**config.mk**
```make
export PLATFORM = sky130hd
export DESIGN_NAME = risc_v_fetch_stage
export DESIGN_NICKNAME = d
export VERILOG_FILES = /design/src/rtl/risc_v_fetch_stage.sv
export SDC_FILE = /design/constraint.sdc
export NUM_CORES = 1
export LEC_CHECK = 0
export ABC_AREA = 1
export CAP_MARGIN = 20
export CORE_ASPECT_RATIO = 1.75
export CORE_UTILIZATION = 53
export DETAILED_ROUTE_END_ITERATION = 16
export HOLD_SLACK_MARGIN = 0.15
export PLACE_DENSITY_LB_ADDON = 0.1
export SETUP_SLACK_MARGIN = 0.02
export SYNTH_ARGS = -nofsm -noshare
export SYNTH_HDL_FRONTEND = slang
export SYNTH_SLANG_ARGS = --single-unit
```
**constraint.sdc**
```tcl
create_clock -name clk -period 8 [get_ports clk]
set_clock_uncertainty 0.2 [all_clocks]
set_input_delay 1.2 -clock clk [delete_from_list [all_inputs] [get_ports clk]]
set_output_delay 1.2 -clock clk [all_outputs]
set_load 0.01 [all_outputs]
```
**src/rtl/risc_v_fetch_stage.sv**
```systemverilog
// Instruction fetch stage: owns the word PC, issues reads to a 1-cycle
// synchronous instruction memory, buffers responses in a small FIFO and
// presents them to decode over a valid/ready handshake.
//
// Handshake: an instruction transfers in a cycle where instr_valid_o and
// instr_ready_i are both high. Once valid is high, instr_o, pc_o and
// illegal_o hold steady until that transfer or a redirect. A redirect
// forces valid low in its own cycle, so no transfer can complete then.
module risc_v_fetch_stage #(
    parameter logic [9:0]  RESET_PC   = 10'd0,
    parameter int          FIFO_DEPTH = 2,
    parameter logic [31:0] NOP_INSTR  = 32'h0000_0013
) (
    input  logic        clk,
    input  logic        rst,
    output logic        imem_rd_en,
    output logic [9:0]  imem_addr,
    input  logic [31:0] imem_rdata,
    input  logic        redirect_i,
    input  logic [9:0]  redirect_pc_i,
    output logic        instr_valid_o,
    input  logic        instr_ready_i,
    output logic [31:0] instr_o,
    output logic [31:0] pc_o,
    output logic        illegal_o
);
    localparam int PTR_W = (FIFO_DEPTH > 1) ? $clog2(FIFO_DEPTH) : 1;
    localparam int CNT_W = PTR_W + 1;
    localparam int CMT_W = CNT_W + 1;

    // Opcodes the decoder understands; anything else is flagged illegal.
    typedef enum logic [6:0] {
        OP_R      = 7'b0110011,
        OP_I      = 7'b0010011,
        OP_I_LOAD = 7'b0000011,
        OP_I_JALR = 7'b1100111,
        OP_I_ENV  = 7'b1110011,
        OP_S      = 7'b0100011,
        OP_B      = 7'b1100011,
        OP_J      = 7'b1101111,
        OP_U_LUI  = 7'b0110111,
        OP_U_AUI  = 7'b0010111
    } t_instr_opcode;

    logic [9:0]       pc_q, pc_d;
    logic             inflight_q, inflight_d;
    logic [9:0]       inflight_pc_q, inflight_pc_d;
    logic [PTR_W-1:0] rd_ptr_q, rd_ptr_d;
    logic [PTR_W-1:0] wr_ptr_q, wr_ptr_d;
    logic [CNT_W-1:0] count_q, count_d;
    logic [31:0]      buf_instr_q [FIFO_DEPTH];
    logic [9:0]       buf_pc_q    [FIFO_DEPTH];

    logic             fifo_empty;
    logic             pop, push, issue;
    logic [CMT_W-1:0] committed;
    logic [31:0]      head_instr;
    logic [9:0]       head_pc;
    logic             head_legal;

    // Handshake events and credit check: buffered + in flight - leaving must
    // leave room for one more response, so the FIFO can never overflow.
    always_comb begin
        fifo_empty = (count_q == '0);
        head_instr = buf_instr_q[rd_ptr_q];
        head_pc    = buf_pc_q[rd_ptr_q];
        pop        = !fifo_empty && instr_ready_i && !redirect_i;
        push       = inflight_q && !redirect_i;
        committed  = {1'b0, count_q} + {{CNT_W{1'b0}}, inflight_q}
                   - {{CNT_W{1'b0}}, pop};
        issue      = !rst && !redirect_i && (committed < CMT_W'(FIFO_DEPTH));
    end

    // Opcode membership of the head instruction.
    always_comb begin
        head_legal = 1'b0;
        case (head_instr[6:0])
            OP_R, OP_I, OP_I_LOAD, OP_I_JALR, OP_I_ENV,
            OP_S, OP_B, OP_J, OP_U_LUI, OP_U_AUI: head_legal = 1'b1;
            default:                              head_legal = 1'b0;
        endcase
    end

    // Outputs toward memory and decode; empty buffer shows a NOP at PC 0.
    always_comb begin
        imem_rd_en    = issue;
        imem_addr     = pc_q;
        instr_valid_o = !fifo_empty && !redirect_i;
        instr_o       = fifo_empty ? NOP_INSTR : head_instr;
        pc_o          = fifo_empty ? 32'd0 : {22'b0, head_pc, 2'b00};
        illegal_o     = instr_valid_o && !head_legal;
    end

    // Next state: a redirect flushes everything and wins over issue/push/pop.
    always_comb begin
        pc_d          = pc_q;
        inflight_d    = 1'b0;
        inflight_pc_d = inflight_pc_q;
        rd_ptr_d      = rd_ptr_q;
        wr_ptr_d      = wr_ptr_q;
        count_d       = count_q;
        if (redirect_i) begin
            pc_d     = redirect_pc_i;
            rd_ptr_d = '0;
            wr_ptr_d = '0;
            count_d  = '0;
        end else begin
            if (issue) begin
                pc_d          = pc_q + 10'd1;
                inflight_d    = 1'b1;
                inflight_pc_d = pc_q;
            end
            if (push) wr_ptr_d = wr_ptr_q + PTR_W'(1);
            if (pop)  rd_ptr_d = rd_ptr_q + PTR_W'(1);
            case ({push, pop})
                2'b10:   count_d = count_q + CNT_W'(1);
                2'b01:   count_d = count_q - CNT_W'(1);
                default: count_d = count_q;
            endcase
        end
    end

    // Control state register.
    always_ff @(posedge clk or posedge rst) begin
        if (rst) begin
            pc_q          <= RESET_PC;
            inflight_q    <= 1'b0;
            inflight_pc_q <= RESET_PC;
            rd_ptr_q      <= '0;
            wr_ptr_q      <= '0;
            count_q       <= '0;
        end else begin
            pc_q          <= pc_d;
            inflight_q    <= inflight_d;
            inflight_pc_q <= inflight_pc_d;
            rd_ptr_q      <= rd_ptr_d;
            wr_ptr_q      <= wr_ptr_d;
            count_q       <= count_d;
        end
    end

    // Buffer storage; contents are only visible while count says so.
    always_ff @(posedge clk) begin
        if (push) begin
            buf_instr_q[wr_ptr_q] <= imem_rdata;
            buf_pc_q[wr_ptr_q]    <= inflight_pc_q;
        end
    end

endmodule

```
==> flow_summary.ini <==
[place]
dp_hpwl_um = 6410
place_ws_ps = 2730
place_area_mm2 = 0.00581
place_congestion = 0.811
portBuffers = 100

[layout]
area_growth_pct = 27.3
seqCellArea_mm2 = 0.00315
n_antenna_cell = 0
drive_gt1_share_pct = 7.47
fillers = 659
final_area_mm2 = 0.00613
multi_input_area_mm2 = 0.00136
fin_nets = 605

[floorplan]
fp.dieH_um = 128
die_area_mm2 = 0.00949
rows = 45
coreArea_mm2 = 0.00873
start_util_pct = 55.2
die_x_um = 74.1
io_pins = 123

[clocking]
cts_tree = built
cts_setup_buffers = 0
clk_pin_slew_ps = 60
postCtsHoldBufs = 0
numCtsBuffers = 9
clk_latency_ps = 350
clock-sinks = 109
cts_resized = 0
htreeDepth = 3
clockBufferDepth = 2
cts-root-buf = clkbuf_16

[route]
ant_nets = 0
wl_per_cell_um = 14.0
drc = 0
via_count = 3415
drt-initial-drc-count = 222
via_per_inst = 5.03
postRouteWirelength_um = 9510
firstDrtPassIters = 4

[pwr]
seqPwrFrac_pct = 40.7
vdd_drop_max_mv = 0.237
swShare_pct = 33.3
pwr-share-clk_pct = 23.1
p_leak_uw = 0.00246
internal-power_uw = 1260
p_switching_uw = 628
cellPowerDensity_mw_per_mm2 = 308
power_frac_comb_pct = 36.2
power.total_uw = 1890

[sta]
worst_pin_slew_ps = 548
slew-limit-headroom_pct = 63.4
timing.fmax_ghz = 0.190
setup_violations = 0
holdWs_ps = 282
min_period_ps = 5260
rsz0062_at_grt = no
setup_tns_ps = 0
setup_ws_ps = 2740
finalCritPeriodShare_pct = 65.8
hold_viol = 0
slew_viol_final = 0

[setup_path]
startpoint_type = input port
crit_path_end_kind = output pin
required_ps = 6600
crit_arrival_ps = 3860
critPathKind = input port to output pin
r2r_slack_ps = 4920
cp_max_fo = 16

[status]
outcome = finished clean

[global_routing]
overflow = 0
grt_max_degree = 45
grt_pass1_vias = 3190
antenna_found_initial = 0
grtUsageTotal_pct = 21.1
grt_pass1_wl_um = 14600

[synth]
synth_cell_type_count = 30
syn_inst = 459
ys_seq_area_share_pct = 65.4
synthesis.area_mm2 = 0.00482
ys_ff_latch = 109
postSynthAreaPerCell_um2 = 10.5
yosys_warnings = 0

[hold_path]
worstHoldPathType = flop to flop

[run]
cap_violations = 0
-- per-stage QoR --
stage          cells  utilization [%]
6_report         679             70.3
5_1_grt          679             70.3
2_1_floorplan    480                -
3_3_place_gp     662             66.5
3_5_place_dp     662             66.5
4_1_cts          678             70.0
-- routing by layer --
metal  up-vias  routed length, µm  track usage (%)
li1       1663                  -                -
met1      1633               3510             22.0
met2       103               5330             38.7
met3        16                468             4.25
met4         0                200             10.2
met5         -                  0                0
-- cell families (layout without fill, tap and decap cells) --
| family | Yosys count | count (layout) | share of synthesized area (%) |
|---|---|---|---|
| adders and majority gates | 2 | 2 | 0.675 |
| xor gates and xnor gates | 3 | 3 | 0.546 |
| buffers and inverters | 72 | 154 | 8.44 |
| AOI/OAI and AO/OA | 56 | 56 | 6.26 |
| DFF | 109 | 109 | 65.4 |
| and+or+nand+nor | 216 | 216 | 18.6 |
| other | 1 | 22 | 0.0779 |
-- power groups by stage --
stage	registers [µW]	logic, µW	clock network (µW)
floorplan	771	386	0
global placement	773	667	0
detailed placement	780	679	0
CTS	769	682	443
global route	778	748	468
finish	768	682	435
-- critical path, stage by stage --
cell	delay [ps]
clkdlybuf4s50_1	820
inv_2	210
nand2_2	140
inv_1	40
nand2_1	70
inv_1	60
fa_1	550
nand3_2	110
nor2_1	120
clkdlybuf4s50_1	540
-- flip-flops by register name, indices dropped and copies added (netlist names) --
register and flops:
wr_ptr_q 1, inflight_pc_q 10, rd_ptr_q 1, buf_instr_q 64, buf_pc_q 20, inflight_q 1, count_q 2, imem_addr 10
-- layout make-up --
cell class	instances	share of cell area, %
Clock inverter	5	0.653
Sequential cell	109	51.3
Tap cell	117	2.39
Multi-Input combinational cell	299	22.1
Timing Repair Buffer	105	17.1
Clock buffer	11	4.31
Inverter	33	2.06
-- path summary, 6_finish.rpt --
check                                             startpoint                       end  cells after the start
worst max-delay path                              redirect_i                imem_rd_en                     10
worst min-delay path            inflight_pc_q[7]$_DFFE_PP0P_  buf_pc_q[0][7]$_DFFE_PP_                      0
worst max register to register        count_q[1]$_DFFE_PP0P_  imem_addr[7]$_DFFE_PP0P_                     15
worst min register to register  inflight_pc_q[7]$_DFFE_PP0P_  buf_pc_q[0][7]$_DFFE_PP_                      0
max in group asynchronous                                rst  imem_addr[4]$_DFFE_PP0P_                      3
min in group asynchronous                                rst    count_q[0]$_DFFE_PP0P_                      3
-- cells in the final DEF (no fill, tap or decap), types with 2 or more instances in the layout --
cell / instances
conb_1: 22
buf_4: 4
clkinv_4: 2
nand3_2: 2
edfxtp_1: 84
inv_6: 2
nor3_1: 3
clkdlybuf4s50_1: 100
inv_1: 28
nor2_4: 5
a21oi_1: 38
o211ai_1: 3
nor2_1: 17
nand2_1: 164
dfrtp_1: 25
xor2_1: 3
nand2_2: 5
o21ai_0: 3
nand3_1: 16
inv_2: 4
clkbuf_16: 10
o21ai_1: 9
nand4_1: 2
-- synthesized netlist by cell type, drive strengths merged --
cell type	instances	area [µm²]
dfrtp	25	626
ha	1	12.5
buf	36	269
o211ai	4	35.0
xor2	3	26.3
o21bai	1	7.51
inv	33	126
nor2	23	111
edfxtp	84	2520
nor3	3	15.0
nand2	170	658
nand4	2	12.5
fa	1	20.0
a21oi	38	190
conb	1	3.75
nand3	18	100
o21ai	13	68.8
clkbuf	3	11.3
Note: power is estimated with default switching activity, not from simulation.
